--- src/rtl/mcycle_ctrl_if.sv ---
// Control bundle between mcycle_ctrl and the MDPath datapath / MIO bus.
// master = controller side, slave = datapath side.
interface mcycle_ctrl_if #(parameter int ST_W = 4);
  logic [31:0]     Inst;
  logic            MIO_ready;
  logic            IorD;
  logic            IRWrite;
  logic [1:0]      RegDst;
  logic            RegWrite;
  logic [1:0]      MemtoReg;
  logic            ALUSrcA;
  logic [1:0]      ALUSrcB;
  logic [1:0]      PCSource;
  logic            PCWrite;
  logic            PCWriteCond;
  logic            Branch;
  logic [2:0]      ALU_operation;
  logic            MemRead;
  logic            mem_w;
  logic            CPU_MIO;
  logic [ST_W-1:0] state;

  modport master (
    input  Inst, MIO_ready,
    output IorD, IRWrite, RegDst, RegWrite, MemtoReg, ALUSrcA, ALUSrcB,
           PCSource, PCWrite, PCWriteCond, Branch, ALU_operation,
           MemRead, mem_w, CPU_MIO, state
  );
  modport slave (
    output Inst, MIO_ready,
    input  IorD, IRWrite, RegDst, RegWrite, MemtoReg, ALUSrcA, ALUSrcB,
           PCSource, PCWrite, PCWriteCond, Branch, ALU_operation,
           MemRead, mem_w, CPU_MIO, state
  );
endinterface

--- src/rtl/mcycle_ctrl.sv ---
// Multi-cycle MIPS control FSM: sequences IF/ID/EX/MEM/WB and Moore-decodes
// every MDPath control signal plus the MIO request strobes.
module mcycle_ctrl #(
  parameter int ST_W = 4
) (
  input  logic          clk,
  input  logic          reset,
  mcycle_ctrl_if.master bus
);
  typedef enum logic [ST_W-1:0] {
    S_IF = 4'd0,  S_ID = 4'd1,  S_MEM_ADR = 4'd2, S_MEM_RD = 4'd3,
    S_LW_WB = 4'd4, S_MEM_WR = 4'd5, S_R_EXE = 4'd6, S_R_WB = 4'd7,
    S_BEQ = 4'd8, S_BNE = 4'd9, S_J = 4'd10, S_I_EXE = 4'd11,
    S_I_WB = 4'd12, S_LUI_WB = 4'd13, S_JAL = 4'd14, S_JR = 4'd15
  } state_t;

  state_t     r_state, w_nxt;
  logic [5:0] w_op, w_fn;
  logic       w_iord, w_irw, w_rw, w_alua, w_pcw, w_pcwc, w_br, w_mrd, w_mwr;
  logic [1:0] w_rdst, w_m2r, w_alub, w_pcs;
  logic [2:0] w_alu;

  assign w_op = bus.Inst[31:26];
  assign w_fn = bus.Inst[5:0];

  function automatic logic [2:0] f_rfunc(input logic [5:0] fn);
    case (fn)
      6'b100010: return 3'b110;
      6'b100100: return 3'b000;
      6'b100101: return 3'b001;
      6'b100110: return 3'b011;
      6'b100111: return 3'b100;
      6'b101010: return 3'b111;
      default:   return 3'b010;
    endcase
  endfunction

  function automatic logic [2:0] f_iop(input logic [5:0] op);
    case (op)
      6'b001100: return 3'b000;
      6'b001101: return 3'b001;
      6'b001110: return 3'b011;
      6'b001010: return 3'b111;
      default:   return 3'b010;
    endcase
  endfunction

  always_ff @(posedge clk or posedge reset) begin
    if (reset) r_state <= S_IF;
    else       r_state <= w_nxt;
  end

  always_comb begin
    w_nxt  = r_state;
    w_iord = 1'b0; w_irw  = 1'b0; w_rw  = 1'b0; w_alua = 1'b0;
    w_pcw  = 1'b0; w_pcwc = 1'b0; w_br  = 1'b0; w_mrd  = 1'b0; w_mwr = 1'b0;
    w_rdst = 2'b00; w_m2r = 2'b00; w_alub = 2'b00; w_pcs = 2'b00;
    w_alu  = 3'b000;
    case (r_state)
      S_IF: begin
        w_alub = 2'b01; w_alu = 3'b010; w_mrd = 1'b1;
        if (bus.MIO_ready) begin
          w_irw = 1'b1; w_pcw = 1'b1; w_nxt = S_ID;
        end
      end
      S_ID: begin
        w_alub = 2'b11; w_alu = 3'b010;
        case (w_op)
          6'b100011, 6'b101011: w_nxt = S_MEM_ADR;
          6'b000000: w_nxt = (w_fn == 6'b001000) ? S_JR : S_R_EXE;
          6'b000100: w_nxt = S_BEQ;
          6'b000101: w_nxt = S_BNE;
          6'b000010: w_nxt = S_J;
          6'b000011: w_nxt = S_JAL;
          6'b001000, 6'b001100, 6'b001101, 6'b001110, 6'b001010: w_nxt = S_I_EXE;
          6'b001111: w_nxt = S_LUI_WB;
          default:   w_nxt = S_IF;
        endcase
      end
      S_MEM_ADR: begin
        w_alua = 1'b1; w_alub = 2'b10; w_alu = 3'b010;
        w_nxt  = (w_op == 6'b100011) ? S_MEM_RD : S_MEM_WR;
      end
      S_MEM_RD: begin
        w_iord = 1'b1; w_mrd = 1'b1;
        if (bus.MIO_ready) w_nxt = S_LW_WB;
      end
      S_LW_WB: begin
        w_rw = 1'b1; w_m2r = 2'b01; w_nxt = S_IF;
      end
      S_MEM_WR: begin
        w_iord = 1'b1; w_mwr = 1'b1;
        if (bus.MIO_ready) w_nxt = S_IF;
      end
      S_R_EXE: begin
        w_alua = 1'b1; w_alu = f_rfunc(w_fn); w_nxt = S_R_WB;
      end
      S_R_WB: begin
        w_rdst = 2'b01; w_rw = 1'b1; w_nxt = S_IF;
      end
      S_BEQ, S_BNE: begin
        w_alua = 1'b1; w_alu = 3'b110; w_pcs = 2'b01; w_pcwc = 1'b1;
        w_br   = (r_state == S_BEQ); w_nxt = S_IF;
      end
      S_J: begin
        w_pcs = 2'b10; w_pcw = 1'b1; w_nxt = S_IF;
      end
      S_I_EXE: begin
        w_alua = 1'b1; w_alub = 2'b10; w_alu = f_iop(w_op); w_nxt = S_I_WB;
      end
      S_I_WB: begin
        w_rw = 1'b1; w_nxt = S_IF;
      end
      S_LUI_WB: begin
        w_rw = 1'b1; w_m2r = 2'b10; w_nxt = S_IF;
      end
      // PC already holds PC+4 here, so r31 gets the return address directly
      S_JAL: begin
        w_rdst = 2'b10; w_m2r = 2'b11; w_rw = 1'b1; w_pcs = 2'b10; w_pcw = 1'b1;
        w_nxt  = S_IF;
      end
      S_JR: begin
        w_pcs = 2'b11; w_pcw = 1'b1; w_nxt = S_IF;
      end
    endcase
  end

  // Write/request strobes are killed combinationally so reset never leaks a write
  assign bus.IRWrite       = w_irw  & ~reset;
  assign bus.PCWrite       = w_pcw  & ~reset;
  assign bus.PCWriteCond   = w_pcwc & ~reset;
  assign bus.RegWrite      = w_rw   & ~reset;
  assign bus.MemRead       = w_mrd  & ~reset;
  assign bus.mem_w         = w_mwr  & ~reset;
  assign bus.CPU_MIO       = (w_mrd | w_mwr) & ~reset;
  assign bus.IorD          = w_iord;
  assign bus.RegDst        = w_rdst;
  assign bus.MemtoReg      = w_m2r;
  assign bus.ALUSrcA       = w_alua;
  assign bus.ALUSrcB       = w_alub;
  assign bus.PCSource      = w_pcs;
  assign bus.Branch        = w_br;
  assign bus.ALU_operation = w_alu;
  assign bus.state         = r_state;
endmodule
--- src/flat_wrapper.sv ---
// flat-port wrapper written by rule: the top's interface ports become plain ports
module mcycle_ctrl_flat 
#(
  parameter int ST_W = 4
)
  (clk, reset, bus_Inst, bus_MIO_ready, bus_IorD, bus_IRWrite, bus_RegDst, bus_RegWrite, bus_MemtoReg, bus_ALUSrcA, bus_ALUSrcB, bus_PCSource, bus_PCWrite, bus_PCWriteCond, bus_Branch, bus_ALU_operation, bus_MemRead, bus_mem_w, bus_CPU_MIO, bus_state);
  mcycle_ctrl_if #(.ST_W(ST_W)) bus_i ();
  input  logic clk;
  input  logic reset;
  input wire logic [$bits(bus_i.Inst)-1:0] bus_Inst;
  input wire logic [$bits(bus_i.MIO_ready)-1:0] bus_MIO_ready;
  output wire logic [$bits(bus_i.IorD)-1:0] bus_IorD;
  output wire logic [$bits(bus_i.IRWrite)-1:0] bus_IRWrite;
  output wire logic [$bits(bus_i.RegDst)-1:0] bus_RegDst;
  output wire logic [$bits(bus_i.RegWrite)-1:0] bus_RegWrite;
  output wire logic [$bits(bus_i.MemtoReg)-1:0] bus_MemtoReg;
  output wire logic [$bits(bus_i.ALUSrcA)-1:0] bus_ALUSrcA;
  output wire logic [$bits(bus_i.ALUSrcB)-1:0] bus_ALUSrcB;
  output wire logic [$bits(bus_i.PCSource)-1:0] bus_PCSource;
  output wire logic [$bits(bus_i.PCWrite)-1:0] bus_PCWrite;
  output wire logic [$bits(bus_i.PCWriteCond)-1:0] bus_PCWriteCond;
  output wire logic [$bits(bus_i.Branch)-1:0] bus_Branch;
  output wire logic [$bits(bus_i.ALU_operation)-1:0] bus_ALU_operation;
  output wire logic [$bits(bus_i.MemRead)-1:0] bus_MemRead;
  output wire logic [$bits(bus_i.mem_w)-1:0] bus_mem_w;
  output wire logic [$bits(bus_i.CPU_MIO)-1:0] bus_CPU_MIO;
  output wire logic [$bits(bus_i.state)-1:0] bus_state;
  assign bus_i.Inst = bus_Inst;
  assign bus_i.MIO_ready = bus_MIO_ready;
  assign bus_IorD = bus_i.IorD;
  assign bus_IRWrite = bus_i.IRWrite;
  assign bus_RegDst = bus_i.RegDst;
  assign bus_RegWrite = bus_i.RegWrite;
  assign bus_MemtoReg = bus_i.MemtoReg;
  assign bus_ALUSrcA = bus_i.ALUSrcA;
  assign bus_ALUSrcB = bus_i.ALUSrcB;
  assign bus_PCSource = bus_i.PCSource;
  assign bus_PCWrite = bus_i.PCWrite;
  assign bus_PCWriteCond = bus_i.PCWriteCond;
  assign bus_Branch = bus_i.Branch;
  assign bus_ALU_operation = bus_i.ALU_operation;
  assign bus_MemRead = bus_i.MemRead;
  assign bus_mem_w = bus_i.mem_w;
  assign bus_CPU_MIO = bus_i.CPU_MIO;
  assign bus_state = bus_i.state;
  mcycle_ctrl #(.ST_W(ST_W)) u_core (.clk(clk), .reset(reset), .bus(bus_i));
endmodule
--- config.mk ---
export PLATFORM = sky130hd
export DESIGN_NAME = mcycle_ctrl_flat
export DESIGN_NICKNAME = d
export VERILOG_FILES = /design/src/rtl/mcycle_ctrl_if.sv /design/src/rtl/mcycle_ctrl.sv /design/src/flat_wrapper.sv
export SDC_FILE = /design/constraint.sdc
export NUM_CORES = 1
export LEC_CHECK = 0
export CORE_MARGIN = 4
export CORE_UTILIZATION = 33
export CTS_CLUSTER_DIAMETER = 80
export DETAILED_ROUTE_END_ITERATION = 6
export PLACE_DENSITY = 0.79
export SYNTH_ARGS = -nofsm -noshare
export SYNTH_HDL_FRONTEND = slang
export SYNTH_SLANG_ARGS = --single-unit
--- constraint.sdc ---
create_clock -name clk -period 1.5 [get_ports clk]
set_input_delay 0.15 -clock clk [delete_from_list [all_inputs] [get_ports clk]]
set_output_delay 0.15 -clock clk [all_outputs]
set_load 0.005 [all_outputs]
==> out/summary.log <==
INFO  status         failed_checks=setup timing
INFO  floorplan      rows=17
INFO  timing         max-slew-margin-rel=0.734
INFO  route          drc=0
INFO  route          ant_nets=0
INFO  timing         report.final.hold_viol_count=0
INFO  floorplan      die_ht=56.7µm
INFO  timing         fmaxAchievable=589MHz
INFO  pwr            power.density_cell_area=1070mW/mm²
INFO  final_layout   syn_to_final_growth=141%
INFO  timing         skew=1.27ps
INFO  timing         layout_setup_ws=-199ps
INFO  route          detail_route.wl_per_cell=17.1µm
INFO  logic_synthesis synth.yosys.warnings=0
INFO  clocking       cts_hold_repair.buffers=0
INFO  pwr            worst_ir_drop_vdd=0.735mV
INFO  clocking       ctsRootBufferMaster=sky130_fd_sc_hd__clkbuf_4
INFO  status         outcome=finished, violations left
INFO  floorplan      die_w=56.7µm
INFO  pwr            total_leakage_power=0.916nW
INFO  setup_path     crit_path_cell_trace=buf_6 > or2_4 > mux2_2 > nor3_2 > buf_2
INFO  pwr            fin_total_pwr=2.02mW
INFO  place          placed_cells=220
INFO  logic_synthesis netlist_instances=121
INFO  final_layout   final-instance-count-excl-fill=248
INFO  clocking       tritoncts_num_sinks=4
INFO  grt            global_route_wire_length_before_repair=5.94mm
INFO  place          finalWeightedCongestion=0.848
INFO  grt            antenna_found_initial=0
INFO  setup_path     worstPathBufferInverterCount=2
INFO  final_layout   largest_register_ff_count=4
INFO  setup_path     crit_type=register to output pin
INFO  floorplan      fp.coreArea=0.00223mm²
INFO  timing         timing.final.crit_period=1700ps
INFO  timing         layout_worst_path_cycle_share=1.13
INFO  place          numPortBuffers=39
INFO  logic_synthesis postSynthNetCount=156
INFO  route          avgViaCountPerCell=5.53
INFO  logic_synthesis netlist_area=783µm²
INFO  clocking       max-clock-path-buffers=2
INFO  logic_synthesis synth_cell_type_count=36
INFO  clocking       worst_setup_hold_path_clk_slew=40ps
INFO  clocking       clock_latency=240ps
INFO  place          place_worst_setup_slack=-562ps
INFO  place          hpwl=2.42mm
INFO  final_layout   final.fill_count=124
INFO  timing         rsz0062_at_grt=yes
INFO  grt            grt_remaining_overflow=0
INFO  grt            pin_count_of_the_biggest_net_entering_global_routing=14
INFO  floorplan      design.portCount=60
INFO  setup_path     cp_top_family=flip-flops
INFO  final_layout   final_nets=257
INFO  floorplan      design.die.area=0.00322mm²
INFO  route          initial_drt_pass_iterations=4
INFO  logic_synthesis yosys_most_used_dff=sky130_fd_sc_hd__dfrtp_1
INFO  timing         final_max_slew_viol_count=0
INFO  clocking       htreeDepth=1
INFO  setup_path     endpoint_required_time_on_the_critical_path=1350ps
INFO  final_layout   diodes=0
INFO  grt            number_of_global_route_vias_before_repair=1396
INFO  timing         final-setup-viol-count=16
INFO  setup_path     timing.critical_path.slowest_cell_delay=440ps
INFO  logic_synthesis synth-async-reset-ratio=1.00
INFO  flow_run       cap_viol_max_count=0
INFO  logic_synthesis portion_of_the_post_synthesis_area_used_by_sequential_elements=0.128
INFO  floorplan      initial_standard_cell_utilization_of_the_core=0.351
INFO  worst_hold_path min-delay-path-class=input pin to asynchronous set/reset pin
INFO  setup_path     worst_setup_path_start_kind=register
INFO  route          dr_total_vias=1372
INFO  logic_synthesis avgSynthCellArea=6.47µm²
INFO  grt            track_usage=0.231
INFO  clocking       numCtsBuffers=3
INFO  timing         worst_hold_slack=537ps
INFO  setup_path     critPathMaxFanout=4
INFO  setup_path     crit_path_top_delay_cell=sky130_fd_sc_hd__dfrtp_2
INFO  route          first_iter_violations=49
INFO  logic_synthesis synth_edf_count=0
INFO  setup_path     setup.worst_path.end_class=output pin
INFO  route          drt_wl_total=4.24mm
INFO  clocking       cts_tree=built
INFO  logic_synthesis post_synthesis_sequential_element_count=4
INFO  setup_path     arrival=1550ps
INFO  timing         max_slew.worst_pin.slew=393ps
INFO  final_layout   drive_gt1_frac=0.577
==> cell type report <==
type | count | area, µm² | area share
timing repair buffer | 107 | 897 | 0.476
clock buffer | 3 | 22.5 | 0.0120
tap | 28 | 35.0 | 0.0186
multi-input combinational | 103 | 815 | 0.432
sequential | 4 | 104 | 0.0551
inverter | 3 | 11.3 | 0.00598
==> synthesized netlist by cell type (3+ instances only) <==
| master | count | area [µm²] |
|---|---|---|
| sky130_fd_sc_hd__nor2_1 | 16 | 60.1 |
| sky130_fd_sc_hd__buf_2 | 10 | 50.1 |
| sky130_fd_sc_hd__nand2_1 | 9 | 33.8 |
| sky130_fd_sc_hd__a21oi_1 | 8 | 40.0 |
| sky130_fd_sc_hd__nand2b_1 | 7 | 43.8 |
| sky130_fd_sc_hd__o21ai_0 | 6 | 30.0 |
| sky130_fd_sc_hd__a21o_1 | 5 | 37.5 |
| sky130_fd_sc_hd__nand3_1 | 5 | 25.0 |
| sky130_fd_sc_hd__nor3_1 | 5 | 25.0 |
| sky130_fd_sc_hd__dfrtp_1 | 4 | 100 |
| sky130_fd_sc_hd__nor2b_1 | 4 | 25.0 |
| sky130_fd_sc_hd__inv_1 | 3 | 11.3 |
| sky130_fd_sc_hd__nand3b_1 | 3 | 22.5 |
| sky130_fd_sc_hd__nand4_1 | 3 | 18.8 |
| sky130_fd_sc_hd__nor3b_1 | 3 | 22.5 |
| sky130_fd_sc_hd__o22ai_1 | 3 | 18.8 |
| sky130_fd_sc_hd__xnor2_1 | 3 | 26.3 |
==> where the power goes <==
group          internal [mW]  switching, mW  leakage (nW)  total (mW)
combinational          0.978          0.716         0.853        1.69
sequential             0.140         0.0527        0.0494       0.193
clock                 0.0896         0.0456        0.0138       0.135
==> worst reg2reg max path, delay by kind of cell (launching register included) <==
kind	cells	cell delay [ps]
buf+inv	4	520
flops	1	400
compound gates	2	320
simple gates	2	200
==> timing repair <==
item / in CTS / in global routing
gates resized for setup: 120 / 29
setup buffers: 17 / 9
hold endpoints to repair: 0 / 0
pin swaps: 8 / 7
endpoints found under the setup margin: 25 / 23
gates cloned: 0 / 1
==> per-layer routing <==
layer / vias to the layer above / track usage / routed length, µm
met1: 660 / 0.231 / 1680
met5: - / 0 / 0
met4: 0 / 0.119 / 171
met3: 18 / 0.0161 / 207
li1: 632 / - / -
met2: 62 / 0.460 / 2180
==> cell families (layout without fill, tap and decap cells) <==
group | Yosys count | in the layout | share of synthesized area
AND/OR/NAND/NOR | 63 | 63 | 0.431
buffers and inverters | 14 | 113 | 0.0831
multiplexers | 3 | 3 | 0.0399
AO/OA/AOI/OAI | 33 | 33 | 0.273
flip-flops | 4 | 4 | 0.128
XOR/XNOR | 4 | 4 | 0.0447
==> worst paths after layout <==
| kind | to | from | cells after the start | slack [ps] |
|---|---|---|---|---|
| worst max-delay path | bus_CPU_MIO | u_core.bus.state[1]$_DFFE_PP0P_ | 5 | -200 |
| worst min-delay path | u_core.bus.state[1]$_DFFE_PP0P_ | reset | 4 | 540 |
| worst max register to register | u_core.bus.state[0]$_DFFE_PP0P_ | u_core.bus.state[3]$_DFFE_PP0P_ | 8 | 0 |
| worst min register to register | u_core.bus.state[2]$_DFFE_PP0P_ | u_core.bus.state[0]$_DFFE_PP0P_ | 4 | 860 |
| max in group asynchronous | u_core.bus.state[0]$_DFFE_PP0P_ | reset | 4 | 840 |
| min in group clk | u_core.bus.state[3]$_DFFE_PP0P_ | bus_Inst[27] | 5 | 560 |
==> layout by cell type, fill, tap and decap left out, drive strengths merged, types with 2 or more instances in the layout <==
| cell | netlist | final |
|---|---|---|
| dlygate4sd2 | 0 | 5 |
| nand4 | 3 | 3 |
| nor3b | 3 | 3 |
| dfrtp | 4 | 4 |
| nand3b | 3 | 3 |
| a21o | 5 | 5 |
| o21ai | 7 | 7 |
| dlymetal6s2s | 0 | 2 |
| and3 | 2 | 2 |
| buf | 10 | 84 |
| nand2b | 7 | 7 |
| nand3 | 5 | 5 |
| nor3 | 5 | 5 |
| nor2 | 16 | 16 |
| nand2 | 9 | 9 |
| o41ai | 2 | 2 |
| mux2i | 2 | 2 |
| inv | 3 | 3 |
| xnor2 | 3 | 3 |
| a21oi | 9 | 9 |
| clkdlybuf4s50 | 0 | 12 |
| o22ai | 3 | 3 |
| clkbuf | 1 | 6 |
| nor4 | 2 | 2 |
| a21boi | 2 | 2 |
| nor2b | 4 | 4 |
==> stage by stage <==
stage | utilization | setup TNS (ps) | cell area, µm²
floorplan | - | 0 | 783
global placement | 0.662 | -3640 | 1480
detailed placement | 0.662 | -4270 | 1480
CTS | 0.770 | -896 | 1720
global route | 0.844 | -2090 | 1880
finish | 0.844 | -1250 | 1880
(Power assumes the default switching activity.)
